$ cat config.mk
export PLATFORM = sky130hd
export DESIGN_NAME = calc_engine_flat
export DESIGN_NICKNAME = d
export VERILOG_FILES = /design/src/rtl/calc_engine_if.sv /design/src/rtl/calc_engine.sv /design/src/flat_wrapper.sv
export SDC_FILE = /design/constraint.sdc
export NUM_CORES = 1
export LEC_CHECK = 0
export ABC_AREA = 1
export CAP_MARGIN = 5
export CELL_PAD_IN_SITES_DETAIL_PLACEMENT = 1
export CELL_PAD_IN_SITES_GLOBAL_PLACEMENT = 1
export CORE_MARGIN = 2
export CORE_UTILIZATION = 45
export DETAILED_ROUTE_END_ITERATION = 10
export GPL_ROUTABILITY_DRIVEN = 0
export PLACE_DENSITY = 0.91
export SETUP_SLACK_MARGIN = 0.5
export SLEW_MARGIN = 20
export SYNTH_ARGS = -nofsm -noshare
export SYNTH_HDL_FRONTEND = slang
export SYNTH_SLANG_ARGS = --single-unit
$ cat constraint.sdc
create_clock -name clk -period 6 [get_ports clk]
set_clock_uncertainty 0.1 [all_clocks]
set_input_delay 1.2 -clock clk [delete_from_list [all_inputs] [get_ports clk]]
set_output_delay 1.2 -clock clk [all_outputs]
set_load 0.05 [all_outputs]
$ cat src/rtl/calc_engine_if.sv
// Keypad, register-file read port and status bundle for calc_engine.
// master drives keys and read address; slave is the engine.
interface calc_engine_if #(
   parameter int WIDTH = 16,
   parameter int AW    = 3
);
   logic             key_valid_i;
   logic [3:0]       key_code_i;
   logic [AW-1:0]    rd_addr_i;
   logic [WIDTH-1:0] rd_data_o;
   logic [WIDTH-1:0] disp_value_o;
   logic [WIDTH-1:0] result_o;
   logic             done_o;
   logic             busy_o;
   logic [AW-1:0]    wr_ptr_o;
   logic [2:0]       error_o;

   modport master (
      output key_valid_i, key_code_i, rd_addr_i,
      input  rd_data_o, disp_value_o, result_o,
      input  done_o, busy_o, wr_ptr_o, error_o
   );

   modport slave (
      input  key_valid_i, key_code_i, rd_addr_i,
      output rd_data_o, disp_value_o, result_o,
      output done_o, busy_o, wr_ptr_o, error_o
   );
endinterface

$ cat src/rtl/calc_engine.sv
// Keypad calculator: decimal entry, add/sub/and/or, result register file.
// Define CALC_FLAGS_EN to add the carry_o/zero_o flag outputs.
module calc_engine #(
   parameter int WIDTH    = 16,
   parameter int NUM_REGS = 8,
   parameter int DIGITS   = 4
) (
   input  logic         clk,
   input  logic         reset_i,
`ifdef CALC_FLAGS_EN
   output logic         carry_o,
   output logic         zero_o,
`endif
   calc_engine_if.slave cif
);
   localparam int AW = $clog2(NUM_REGS);
   localparam logic [3:0] DIG = 4'(DIGITS);

   typedef enum logic [2:0] {
      S_OPA, S_OPB, S_EXEC, S_WB, S_ERR
   } state_t;

   state_t           state_q, state_d;
   logic [WIDTH-1:0] entry_q, entry_d;
   logic [3:0]       cnt_q, cnt_d;
   logic [WIDTH-1:0] a_q, a_d, b_q, b_d;
   logic [1:0]       op_q, op_d;
   logic [2:0]       err_q, err_d;
   logic [WIDTH-1:0] alu_q, alu_d;
   logic [WIDTH-1:0] res_q;
   logic [WIDTH-1:0] rd_q;
   logic [AW-1:0]    wr_ptr_q;
   logic [WIDTH-1:0] rf_q [NUM_REGS];

   logic             kv;
   logic [3:0]       kc;
   logic             is_dig, is_op, is_eq, is_clr;
   logic [WIDTH+3:0] prod;
   logic [WIDTH:0]   ext;
   logic             ovf;
   logic             we;

   assign kv     = cif.key_valid_i;
   assign kc     = cif.key_code_i;
   assign is_dig = kc <= 4'd9;
   assign is_op  = kc >= 4'hA && kc <= 4'hD;
   assign is_eq  = kc == 4'hE;
   assign is_clr = kc == 4'hF;

   // entry*10 + digit, with 4 spare bits to catch value overflow
   assign prod = ({4'b0, entry_q} << 3) + ({4'b0, entry_q} << 1)
               + {{WIDTH{1'b0}}, kc};

   // op encoding follows key code: 10 add, 11 sub, 00 and, 01 or
   always_comb begin
      ext = '0;
      unique case (op_q)
         2'b10: ext = {1'b0, a_q} + {1'b0, b_q};
         2'b11: ext = {1'b0, a_q} - {1'b0, b_q};
         2'b00: ext = {1'b0, a_q & b_q};
         2'b01: ext = {1'b0, a_q | b_q};
      endcase
   end

   assign ovf = op_q[1] & ext[WIDTH];

`ifdef CALC_FLAGS_EN
   logic carry_q, carry_d, zero_q, zero_d;
`endif

   always_comb begin
      state_d = state_q;
      entry_d = entry_q;
      cnt_d   = cnt_q;
      a_d     = a_q;
      b_d     = b_q;
      op_d    = op_q;
      err_d   = err_q;
      alu_d   = alu_q;
      we      = 1'b0;
`ifdef CALC_FLAGS_EN
      carry_d = carry_q;
      zero_d  = zero_q;
`endif
      unique case (state_q)
         S_OPA, S_OPB: begin
            if (kv) begin
               unique case (1'b1)
                  is_dig: begin
                     if (cnt_q >= DIG || |prod[WIDTH+3:WIDTH]) begin
                        state_d = S_ERR;
                        err_d   = 3'd1;
                     end else begin
                        entry_d = prod[WIDTH-1:0];
                        cnt_d   = cnt_q + 4'd1;
                     end
                  end
                  is_op: begin
                     if (state_q == S_OPB) begin
                        op_d = kc[1:0];
                     end else if (cnt_q != 4'd0) begin
                        a_d     = entry_q;
                        op_d    = kc[1:0];
                        entry_d = '0;
                        cnt_d   = '0;
                        state_d = S_OPB;
                     end else begin
                        state_d = S_ERR;
                        err_d   = 3'd2;
                     end
                  end
                  is_eq: begin
                     if (state_q == S_OPB) begin
                        if (cnt_q != 4'd0) begin
                           b_d     = entry_q;
                           state_d = S_EXEC;
                        end else begin
                           state_d = S_ERR;
                           err_d   = 3'd4;
                        end
                     end
                  end
                  is_clr: state_d = S_OPA;
               endcase
            end
         end
         S_EXEC: begin
`ifdef CALC_FLAGS_EN
            carry_d = ovf;
            zero_d  = ext[WIDTH-1:0] == '0;
`endif
            if (ovf) begin
               state_d = S_ERR;
               err_d   = 3'd3;
            end else begin
               alu_d   = ext[WIDTH-1:0];
               state_d = S_WB;
            end
         end
         S_WB: begin
            we      = 1'b1;
            entry_d = '0;
            cnt_d   = '0;
            state_d = S_OPA;
         end
         S_ERR: if (kv && is_clr) state_d = S_OPA;
         default: state_d = S_OPA;
      endcase
      // clear is only honoured outside EXEC/WB
      if (kv && is_clr && state_q != S_EXEC && state_q != S_WB) begin
         entry_d = '0;
         cnt_d   = '0;
         a_d     = '0;
         b_d     = '0;
         op_d    = '0;
         err_d   = '0;
`ifdef CALC_FLAGS_EN
         carry_d = 1'b0;
         zero_d  = 1'b0;
`endif
      end
   end

   always_ff @(posedge clk or negedge reset_i) begin
      if (!reset_i) begin
         state_q  <= S_OPA;
         entry_q  <= '0;
         cnt_q    <= '0;
         a_q      <= '0;
         b_q      <= '0;
         op_q     <= '0;
         err_q    <= '0;
         alu_q    <= '0;
         res_q    <= '0;
         rd_q     <= '0;
         wr_ptr_q <= '0;
         for (int i = 0; i < NUM_REGS; i++) rf_q[i] <= '0;
      end else begin
         state_q <= state_d;
         entry_q <= entry_d;
         cnt_q   <= cnt_d;
         a_q     <= a_d;
         b_q     <= b_d;
         op_q    <= op_d;
         err_q   <= err_d;
         alu_q   <= alu_d;
         rd_q    <= rf_q[cif.rd_addr_i];
         if (we) begin
            rf_q[wr_ptr_q] <= alu_q;
            res_q          <= alu_q;
            wr_ptr_q       <= wr_ptr_q + 1'b1;
         end
      end
   end

`ifdef CALC_FLAGS_EN
   always_ff @(posedge clk or negedge reset_i) begin
      if (!reset_i) begin
         carry_q <= 1'b0;
         zero_q  <= 1'b0;
      end else begin
         carry_q <= carry_d;
         zero_q  <= zero_d;
      end
   end

   assign carry_o = carry_q;
   assign zero_o  = zero_q;
`endif

   // ERR keeps showing the offending entry so the user sees what overflowed
   assign cif.disp_value_o = (state_q == S_EXEC || state_q == S_WB)
                           ? res_q : entry_q;
   assign cif.rd_data_o = rd_q;
   assign cif.result_o  = res_q;
   assign cif.done_o    = state_q == S_WB;
   assign cif.busy_o    = state_q == S_EXEC || state_q == S_WB;
   assign cif.wr_ptr_o  = wr_ptr_q;
   assign cif.error_o   = err_q;
endmodule

$ cat src/flat_wrapper.sv
// flat-port wrapper written by rule: the top's interface ports become plain ports
module calc_engine_flat 
#(
   parameter int WIDTH    = 16,
   parameter int NUM_REGS = 8,
   parameter int DIGITS   = 4
)
  (clk, reset_i, cif_key_valid_i, cif_key_code_i, cif_rd_addr_i, cif_rd_data_o, cif_disp_value_o, cif_result_o, cif_done_o, cif_busy_o, cif_wr_ptr_o, cif_error_o);
  calc_engine_if #(.WIDTH(WIDTH), .AW(3)) cif_i ();
  input  logic clk;
  input  logic reset_i;
  input wire logic [$bits(cif_i.key_valid_i)-1:0] cif_key_valid_i;
  input wire logic [$bits(cif_i.key_code_i)-1:0] cif_key_code_i;
  input wire logic [$bits(cif_i.rd_addr_i)-1:0] cif_rd_addr_i;
  output wire logic [$bits(cif_i.rd_data_o)-1:0] cif_rd_data_o;
  output wire logic [$bits(cif_i.disp_value_o)-1:0] cif_disp_value_o;
  output wire logic [$bits(cif_i.result_o)-1:0] cif_result_o;
  output wire logic [$bits(cif_i.done_o)-1:0] cif_done_o;
  output wire logic [$bits(cif_i.busy_o)-1:0] cif_busy_o;
  output wire logic [$bits(cif_i.wr_ptr_o)-1:0] cif_wr_ptr_o;
  output wire logic [$bits(cif_i.error_o)-1:0] cif_error_o;
  assign cif_i.key_valid_i = cif_key_valid_i;
  assign cif_i.key_code_i = cif_key_code_i;
  assign cif_i.rd_addr_i = cif_rd_addr_i;
  assign cif_rd_data_o = cif_i.rd_data_o;
  assign cif_disp_value_o = cif_i.disp_value_o;
  assign cif_result_o = cif_i.result_o;
  assign cif_done_o = cif_i.done_o;
  assign cif_busy_o = cif_i.busy_o;
  assign cif_wr_ptr_o = cif_i.wr_ptr_o;
  assign cif_error_o = cif_i.error_o;
  calc_engine #(.WIDTH(WIDTH), .NUM_REGS(NUM_REGS), .DIGITS(DIGITS)) u_core (.clk(clk), .reset_i(reset_i), .cif(cif_i));
endmodule
==> results of run 1 <==
## placed cells by master (no fill, tap or decap), drive strengths merged
cell | Yosys | final
and2 | 1 | 1
o22ai | 18 | 18
a21boi | 2 | 2
o31ai | 2 | 2
fa | 3 | 3
nand4 | 32 | 32
nand3b | 2 | 2
nor4 | 1 | 1
a21o | 2 | 2
ha | 53 | 53
buf | 24 | 19
clkinv | 2 | 6
a21oi | 56 | 56
o21bai | 1 | 1
o211ai | 1 | 1
nand3 | 58 | 58
a31oi | 22 | 22
a221oi | 1 | 1
clkinvlp | 0 | 1
nor3 | 15 | 15
clkdlybuf4s50 | 0 | 63
bufinv | 0 | 2
o21ai | 296 | 296
nand2 | 408 | 408
nor2 | 201 | 201
inv | 132 | 133
xor2 | 18 | 18
xnor2 | 13 | 13
clkbuf | 52 | 41
o21a | 1 | 1
or2 | 1 | 1
a311oi | 2 | 2
dfrtp | 239 | 239
## final timing paths
kind	end	slack, ns	cells past startpoint
max	u_core.entry_q[5]$_DFFE_PN0P_	1.36	18
min	u_core.rf_q[78]$_DFFE_PN0P_	0.38	2
max reg2reg	u_core.alu_q[5]$_DFFE_PN0P_	1.53	18
min reg2reg	u_core.rf_q[78]$_DFFE_PN0P_	0.38	2
max in group asynchronous	u_core.a_q[12]$_DFFE_PN0P_	4.00	3
min in group asynchronous	u_core.rf_q[85]$_DFFE_PN0P_	0.43	1
## logic make-up after synthesis
group | Yosys count | share of synthesized area
AO/OA/AOI/OAI | 404 | 0.164
XOR/XNOR | 31 | 0.0209
adder cells (fa/ha/maj) | 56 | 0.0557
buffers and inverters | 210 | 0.0660
flip-flops | 239 | 0.461
AND/OR/NAND/NOR | 719 | 0.232
## worst max-delay path, delay by kind of cell
| family | cells | cell delay [ns] |
|---|---|---|
| simple gates | 13 | 2.04 |
| fa+ha+maj | 2 | 1.02 |
| buf+inv | 3 | 0.71 |
## power groups by stage
stage	clock network, mW	registers, mW	logic (mW)
global route	1.78	2.16	3.16
floorplan	0	2.08	1.96
finish	1.68	2.14	2.85
global placement	0	2.13	2.64
CTS	1.70	2.13	2.83
detailed placement	0	2.15	2.76
## layer usage
layer / up-vias / track usage
met5: - / 0
met4: 0 / 0.102
met3: 119 / 0.0471
met2: 411 / 0.505
met1: 6194 / 0.363
li1: 5536 / -
## flip-flops by register name (all words and copies together) (netlist names)
| signal | count |
|---|---|
| u_core.rf_q | 128 |
| u_core.a_q | 16 |
| u_core.alu_q | 16 |
| u_core.b_q | 16 |
| u_core.cif.rd_data_o | 16 |
| u_core.cif.result_o | 16 |
| u_core.entry_q | 16 |
| u_core.cnt_q | 4 |
| u_core.cif.error_o | 3 |
| u_core.cif.wr_ptr_o | 3 |
| u_core.state_q | 3 |
| u_core.op_q | 2 |
## layout make-up
class,count,area (µm²)
multi-input cells,1210,6140
clock buffers,41,798
repair buffers,82,811
clock inverters,8,100
fillers,3501,13700
flip-flops and latches,239,5980
inverters,134,503
well taps,384,480
## synthesized netlist by cell type, types with 2 or more instances
master and n:
clkinv_1 2, o31ai_1 2, inv_2 17, fa_1 3
o22ai_1 18, buf_1 2, nand3_1 53, dfrtp_1 239
buf_2 13, inv_1 115, nand4_1 32, o21ai_1 26
a21boi_0 2, nor2_2 3, buf_4 4, nor3_1 12
ha_1 53, a31oi_1 21, xnor2_1 13, nor2_4 4
nand3_2 5, o21ai_0 269, nor2_1 194, xor2_1 18
clkbuf_1 52, a21oi_1 54, nor3_2 2, nand3b_1 2
nand2_1 393, buf_6 5, a21o_1 2, nand2_2 14
a311oi_1 2, a21oi_2 2
==> impl_metrics.py, run 1 <==
metrics = {
    "power": {
        "netSwitchingPower_mw": 2.95,
        "ir_drop_uv": 305,
        "p_int_mw": 3.72,
        "swShare": 0.442,
        "leakage_nw": 6.98,
        "power_frac_seq": 0.321,
        "pwr_density_cell_nw_per_um2": 451,
        "clock_power_share": 0.252,
        "power_frac_comb": 0.427,
        "finalPower_mw": 6.68,
    },
    "cells_and_area": {
        "n_antenna_cell": 0,
        "postLayoutCoreUtil": 0.519,
        "area_growth_pct": 14.2,
        "final_nets": 1760,
        "drive_above_1_share": 0.0659,
        "layout.cells.non_filler": 2098,
        "fin_area_um2": 14800,
    },
    "synth": {
        "synth_nets": 1725,
        "async_flop_share": 1.00,
        "synth_edf_count": 0,
        "synth_cell_type_count": 45,
        "ys.warnings.count": 0,
        "synth_area_leader_cell": "dfrtp_1",
        "synth_area_leaders": "dfrtp_1 (46%), nand2_1 (11%), o21ai_0 (10%)",
        "syn_inst": 1659,
        "avgSynthCellArea_um2": 7.82,
        "yosys_most_used_dff": "dfrtp_1",
        "synth-seq-cells": 239,
        "synth_top_area_share": 0.461,
        "yosysSeqAreaShare": 0.461,
        "syn-cell-area_um2": 13000,
    },
    "sta": {
        "slew_headroom": 0.318,
        "fmax_ghz": 0.215,
        "holdWs_ns": 0.384,
        "slew_viol_final": 0,
        "worstMarginPinSlew_ns": 1.02,
        "hold_violations": 0,
        "setup_viol": 0,
        "rsz0062_at_grt": "no",
        "layout_worst_path_cycle_share": 0.774,
        "tns_ns": 0,
        "min_period_ns": 4.64,
        "fin_ws_ns": 1.36,
    },
    "floorplan": {
        "io_pins": 66,
        "die_area_um2": 30200,
        "num_rows": 62,
        "die_x_um": 174,
        "initial_core_util": 0.455,
        "coreArea_um2": 28500,
        "die_height_um": 174,
    },
    "setup_path": {
        "cp.arrival_ns": 4.97,
        "crit_slowest_cell": "nand3_1",
        "required_ns": 6.32,
        "crit_type": "in -> reg",
        "path_cells": "clkdlybuf4s50_1 > inv_1 > fa_1 > fa_1 > inv_1 > nand3_1 > nand2_2 > nand2_1 > nand2_2 > nand2_2 > nand3_2 > nand2_2 > nor2_4 > nand2_2 > nand3_2 > nand3_1 > nand2_1 > nand2_1",
        "cp_max_fo": 20,
        "cp-end-kind": "flip-flop",
        "r2r_start": "u_core.op_q[1]$_DFFE_PN0P_",
        "crit_path_start_kind": "input port",
        "cp_common_cell": "nand2_2",
        "critPathMaxStageDelay_ns": 0.65,
        "crit_path_start": "cif_key_code_i[3]",
    },
    "clock_tree": {
        "cts_resized": 0,
        "clk_pin_slew_ns": 0.06,
        "postCtsSetupRepairBufs": 0,
        "cts_hold_buffers": 0,
        "h-tree-depth": 1,
        "clk_path_buf_depth": 3,
        "cts_buffers": 27,
        "cts_sinks": 239,
        "cts_tree": "yes",
        "clock-root-buffer": "clkbuf_16",
        "clkLatencyLatePin_ns": 0.55,
    },
    "placed_design": {
        "hpwl_mm": 28.7,
        "io_buffers": 65,
        "pre_cts_slack_ns": 0.886,
        "post_dp_cell_area_um2": 13900,
        "dp.cells": 2048,
    },
    "detailed_routing": {
        "drt-total-wl_mm": 43.6,
        "drcViolationCount": 0,
        "drtAntennaViolNets": 0,
        "wl_met3_mm": 2.72,
        "top_layer": "met4",
        "wl_met2_mm": 21.7,
        "wl_met1_mm": 17.6,
        "initialDrtViolationCount": 1061,
        "vias": 12300,
        "firstDrtPassIters": 5,
        "wl_per_cell_um": 20.8,
        "vias_per_cell": 5.84,
    },
    "status": {
        "status": "finished, final reports clean",
    },
    "global_route": {
        "grt_antenna_before_repair": 0,
        "grt_pass1_wl_mm": 70.5,
        "grt.total_usage": 0.289,
        "overflow": 0,
        "grt_max_degree": 138,
        "grt_pass1_vias": 13100,
    },
    "hold_path": {
        "hold_start": "u_core.rf_q[78]$_DFFE_PN0P_",
        "min_path_type": "reg -> reg",
    },
    "run": {
        "maxCapViolCount": 0,
    },
}
No activity file was read; power rests on OpenSTA's default activity.
==> run 2: changes to the inputs <==
==> constraint.sdc (replaced) <==
create_clock -name clk -period 4.69 [get_ports clk]
set_clock_uncertainty 0.1 [all_clocks]
set_input_delay 0.938 -clock clk [delete_from_list [all_inputs] [get_ports clk]]
set_output_delay 0.938 -clock clk [all_outputs]
set_load 0.05 [all_outputs]
==> run 2 against run 1 <==
Combinational power increased by 29%. Die area did not move. Setup slack got worse by 0.66 ns. Critical endpoint is now cif_disp_value_o[7]. Sequential power rose by 27%. Flip-flop and latch count is the same. Cell count up 0.19%. Design area up 0.46%. Register-to-register slack got worse by 0.71 ns. Hold slack got worse by 0.051 ns. Non-clock buffer count up 5. Core utilization rose by 0.24 points.
==> impl_metrics.py, run 2 (synthesis gave the netlist of run 1 again) <==
metrics = {
    "status": {
        "status": "finished, final reports clean",
    },
    "setup_path": {
        "cp-end-kind": "output pin",
        "cp.arrival_ns": 2.95,
        "path_cells": "nor2_4 > inv_2 > o21ai_0 > clkdlybuf4s50_1",
        "critPathMaxStageDelay_ns": 0.89,
        "crit_type": "reg -> out",
        "cp_max_fo": 29,
        "crit_slowest_cell": "clkdlybuf4s50_1",
        "required_ns": 3.65,
        "crit_path_start_kind": "flip-flop",
    },
    "detailed_routing": {
        "wl_per_cell_um": 20.0,
        "drtAntennaViolNets": 0,
        "firstDrtPassIters": 8,
        "initialDrtViolationCount": 836,
        "drt-total-wl_mm": 42.0,
        "vias": 12100,
        "drcViolationCount": 0,
        "vias_per_cell": 5.77,
    },
    "cells_and_area": {
        "fillers": 3554,
        "regMostFlops": "u_core.rf_q",
        "n_antenna_cell": 0,
        "final_cell_mix": "nand2_1 (393), o21ai_0 (268), dfrtp_1 (239), nor2_1 (193), inv_1 (114)",
        "area_growth_pct": 14.7,
        "largest_register_ff_count": 128,
        "final_common_cell": "nand2_1",
        "drive_above_1_share": 0.0710,
        "final_nets": 1765,
    },
    "clock_tree": {
        "cts_sinks": 239,
        "cts_buffers": 27,
        "postCtsSetupRepairBufs": 0,
        "cts_tree": "yes",
        "clk_pin_slew_ns": 0.06,
        "clock-root-buffer": "clkbuf_16",
        "clkLatencyLatePin_ns": 0.55,
        "cts_hold_buffers": 0,
        "h-tree-depth": 1,
        "clk_path_buf_depth": 3,
    },
    "sta": {
        "min_period_ns": 3.99,
        "tns_ns": 0,
        "hold_violations": 0,
        "rsz0062_at_grt": "no",
        "slew_headroom": 0.387,
        "worstMarginPinSlew_ns": 0.915,
        "fmax_ghz": 0.251,
        "setup_viol": 0,
        "layout_worst_path_cycle_share": 0.850,
        "slew_viol_final": 0,
    },
    "global_route": {
        "grt_pass1_vias": 13000,
        "grt_max_degree": 106,
        "grt_antenna_before_repair": 0,
        "overflow": 0,
        "grt.total_usage": 0.278,
        "grt_pass1_wl_mm": 68.3,
    },
    "power": {
        "clock_power_share": 0.260,
        "leakage_nw": 7.01,
        "finalPower_mw": 8.64,
        "netSwitchingPower_mw": 3.78,
        "power_frac_seq": 0.314,
        "p_int_mw": 4.86,
        "pwr_density_cell_nw_per_um2": 581,
        "swShare": 0.437,
        "ir_drop_uv": 376,
        "power_frac_comb": 0.426,
    },
    "placed_design": {
        "hpwl_mm": 28.4,
        "io_buffers": 65,
    },
    "floorplan": {
        "die_area_um2": 30200,
        "coreArea_um2": 28500,
        "num_rows": 62,
        "die_height_um": 174,
        "io_pins": 66,
        "die_x_um": 174,
        "initial_core_util": 0.455,
    },
    "run": {
        "maxCapViolCount": 0,
    },
    "hold_path": {
        "min_path_type": "in -> async",
    },
}
run 2: final cells by class:
type                            instances  area, µm²  area share
Clock buffer                           35        756      0.0508
Clock inverter                         13        191      0.0129
Inverter                              134        505      0.0340
Multi-Input combinational cell       1210       6140       0.413
Sequential cell                       239       5980       0.402
Tap cell                              384        480      0.0323
Timing Repair Buffer                   87        828      0.0557
run 2: worst paths after layout:
kind | end | depth (start not counted) | slack, ns | start
worst min register to register | u_core.rf_q[44]$_DFFE_PN0P_ | 2 | 0.38 | u_core.rf_q[44]$_DFFE_PN0P_
worst min-delay path | u_core.rf_q[1]$_DFFE_PN0P_ | 1 | 0.33 | reset_i
min in group clk | u_core.rf_q[44]$_DFFE_PN0P_ | 2 | 0.38 | u_core.rf_q[44]$_DFFE_PN0P_
max in group asynchronous | u_core.rf_q[45]$_DFFE_PN0P_ | 2 | 3.06 | reset_i
worst max-delay path | cif_disp_value_o[7] | 4 | 0.70 | u_core.state_q[2]$_DFFE_PN0P_
worst max register to register | u_core.state_q[0]$_DFFE_PN0P_ | 17 | 0.82 | u_core.op_q[0]$_DFFE_PN0P_
run 2: metrics by stage:
stage | cell area, µm² | std cells | setup slack (ns) | hold slack, ns | util
global placement | 13900 | 2054 | 0.696 | 0.360 | 0.488
CTS | 14900 | 2102 | 0.625 | 0.354 | 0.521
detailed placement | 13900 | 2054 | 0.515 | 0.367 | 0.488
floorplan | 13000 | 1659 | 1.36 | 0.348 | -
finish | 14900 | 2102 | 0.702 | 0.333 | 0.521
global route | 14900 | 2102 | 0.530 | 0.380 | 0.521
run 2: power groups by stage:
stage,Combinational (mW),Clock [mW],Sequential [mW]
finish,3.68,2.24,2.72
global route,4.05,2.35,2.75
CTS,3.65,2.27,2.70
detailed placement,3.60,0,2.73
global placement,3.42,0,2.72
floorplan,2.50,0,2.66
run 2: worst max-delay path, delay by kind of cell, from the launching register on:
kind                   cells  cell delay [ns]
flip-flops                 1             0.44
AO/OA/AOI/OAI              1             0.44
AND/OR/NAND/NOR            1             0.34
buffers and inverters      2             1.19
run 2: metal layers:
layer,vias up,track usage,share of wire
li1,5556,-,-
met1,6119,0.352,0.42
met2,355,0.486,0.50
met3,102,0.0368,0.053
met4,0,0.103,0.034
met5,-,0,0
run 2: repair_timing:
| action | CTS | global route |
|---|---|---|
| gates resized for setup | 0 | 3 |
| setup endpoints to repair | 0 | 16 |
| hold endpoints to repair | 0 | 0 |
==> run 3: changes to the inputs <==
--- a/config.mk
+++ b/config.mk
@@ -13,6 +13,7 @@
 export CORE_UTILIZATION = 45
 export DETAILED_ROUTE_END_ITERATION = 10
 export GPL_ROUTABILITY_DRIVEN = 0
+export MAX_ROUTING_LAYER = met4
 export PLACE_DENSITY = 0.91
 export SETUP_SLACK_MARGIN = 0.5
 export SLEW_MARGIN = 20
==> run 3 against run 2 <==
Global-route usage increased by 0.86 points. Via count about the same. Total power decreased by 0.12%. Setup slack got worse by 0.015 ns. Clock power about the same. Sequential power about the same. First-iteration DRC count decreased by 6.5%. Maximum frequency decreased by 0.36%. Critical path depth unchanged. Clock-buffer cell count unchanged. Combinational power about the same. Highest routed layer unchanged.
==> impl_metrics.py, run 3 (synthesis gave the netlist of run 1 again) <==
metrics = {
    "status": {
        "status": "finished, final reports clean",
    },
    "sta": {
        "slew_viol_final": 0,
        "setup_viol": 0,
        "fmax_ghz": 0.250,
        "hold_violations": 0,
        "layout_worst_path_cycle_share": 0.853,
        "slew_headroom": 0.393,
        "min_period_ns": 4.00,
        "tns_ns": 0,
        "worstMarginPinSlew_ns": 0.908,
        "rsz0062_at_grt": "no",
    },
    "global_route": {
        "use_met3": 0.0364,
        "grt_pass1_wl_mm": 68.3,
        "grt_antenna_before_repair": 0,
        "grt_pass1_vias": 13000,
        "overflow": 0,
        "grt_util_met1": 0.352,
        "globalRoute.busiestLayer": "met2",
        "grt_max_degree": 106,
        "grt.total_usage": 0.286,
        "grtUsageMet2": 0.486,
    },
    "cells_and_area": {
        "final_nets": 1765,
        "fillers": 3554,
        "multiInputGateArea_um2": 6140,
        "n_antenna_cell": 0,
        "final_common_cell": "nand2_1",
        "final_cell_mix": "nand2_1 (393), o21ai_0 (268), dfrtp_1 (239), nor2_1 (193), inv_1 (114)",
        "largest_register_ff_count": 128,
        "regMostFlops": "u_core.rf_q",
        "drive_above_1_share": 0.0710,
        "seqCellArea_um2": 5980,
        "area_growth_pct": 14.7,
    },
    "detailed_routing": {
        "drt-total-wl_mm": 42.0,
        "initialDrtViolationCount": 782,
        "vias": 12100,
        "vias_per_cell": 5.77,
        "drtAntennaViolNets": 0,
        "wl_per_cell_um": 20.0,
        "drcViolationCount": 0,
        "firstDrtPassIters": 5,
    },
    "setup_path": {
        "required_ns": 3.65,
        "reg2reg_setup_slack_ns": 0.82,
        "cp.arrival_ns": 2.96,
        "r2r_end": "u_core.state_q[0]$_DFFE_PN0P_",
        "cp-end-kind": "output pin",
        "crit_type": "reg -> out",
        "crit_path_start_kind": "flip-flop",
        "reg2reg_depth": 17,
        "cp_max_fo": 29,
        "r2r_start": "u_core.op_q[0]$_DFFE_PN0P_",
    },
    "clock_tree": {
        "cts_resized": 0,
        "cts_tree": "yes",
        "clk_pin_slew_ns": 0.06,
        "clkLatencyLatePin_ns": 0.55,
        "cts_hold_buffers": 0,
        "postCtsSetupRepairBufs": 0,
        "cts_buffers": 27,
        "cts_sinks": 239,
        "clock-root-buffer": "clkbuf_16",
        "h-tree-depth": 1,
        "clk_path_buf_depth": 3,
    },
    "placed_design": {
        "io_buffers": 65,
        "hpwl_mm": 28.4,
    },
    "floorplan": {
        "coreArea_um2": 28500,
        "die_area_um2": 30200,
        "die_height_um": 174,
        "num_rows": 62,
        "io_pins": 66,
        "die_x_um": 174,
        "initial_core_util": 0.455,
    },
    "hold_path": {
        "min_path_type": "in -> async",
    },
    "power": {
        "ir_drop_uv": 375,
        "finalPower_mw": 8.63,
        "pwr_density_cell_nw_per_um2": 580,
        "leakage_nw": 7.01,
    },
    "run": {
        "maxCapViolCount": 0,
    },
}
[run 3: worst max path at each step]
stage / depth (start not counted) / startpoint / to
CTS: 16 / u_core.op_q[0]$_DFFE_PN0P_ / u_core.alu_q[7]$_DFFE_PN0P_
finish: 4 / u_core.state_q[2]$_DFFE_PN0P_ / cif_disp_value_o[7]
global route: 22 / u_core.b_q[0]$_DFFE_PN0P_ / u_core.state_q[0]$_DFFE_PN0P_
floorplan: 5 / u_core.state_q[2]$_DFFE_PN0P_ / cif_disp_value_o[1]
detailed placement: 19 / cif_key_code_i[3] / u_core.entry_q[3]$_DFFE_PN0P_
global placement: 19 / cif_key_code_i[3] / u_core.entry_q[8]$_DFFE_PN0P_
[run 3: critical path: stages, from the launching register on]
cell	delay [ns]
dfrtp_1	0.44
nor2_4	0.33
inv_2	0.30
o21ai_0	0.45
clkdlybuf4s50_1	0.89
[run 3: final cells by class]
class / instances / share of cell area
multi-input combinational: 1210 / 0.413
timing repair buffer: 87 / 0.0557
tap: 384 / 0.0323
clock inverter: 13 / 0.0129
sequential: 239 / 0.402
inverter: 134 / 0.0340
clock buffer: 35 / 0.0508
[run 3: metal layers]
metal / routed length, µm / share of wire
met5: 0 / 0
met4: 1470 / 0.035
met3: 2290 / 0.054
met1: 17500 / 0.42
met2: 20800 / 0.50
[run 3: per-stage QoR]
step / worst slack, ns / hold slack (ns) / util / area [µm²] / instances
after floorplan: 1.36 / 0.348 / - / 13000 / 1659
after global placement: 0.696 / 0.360 / 0.488 / 13900 / 2054
after detailed placement: 0.515 / 0.367 / 0.488 / 13900 / 2054
after CTS: 0.625 / 0.354 / 0.521 / 14900 / 2102
after global routing: 0.530 / 0.380 / 0.521 / 14900 / 2102
final: 0.687 / 0.339 / 0.521 / 14900 / 2102
[run 3: power breakdown]
group          internal, mW  total [mW]  switching (mW)
sequential             2.33        2.72           0.387
clock                  1.36        2.24           0.881
combinational          1.17        3.68            2.50
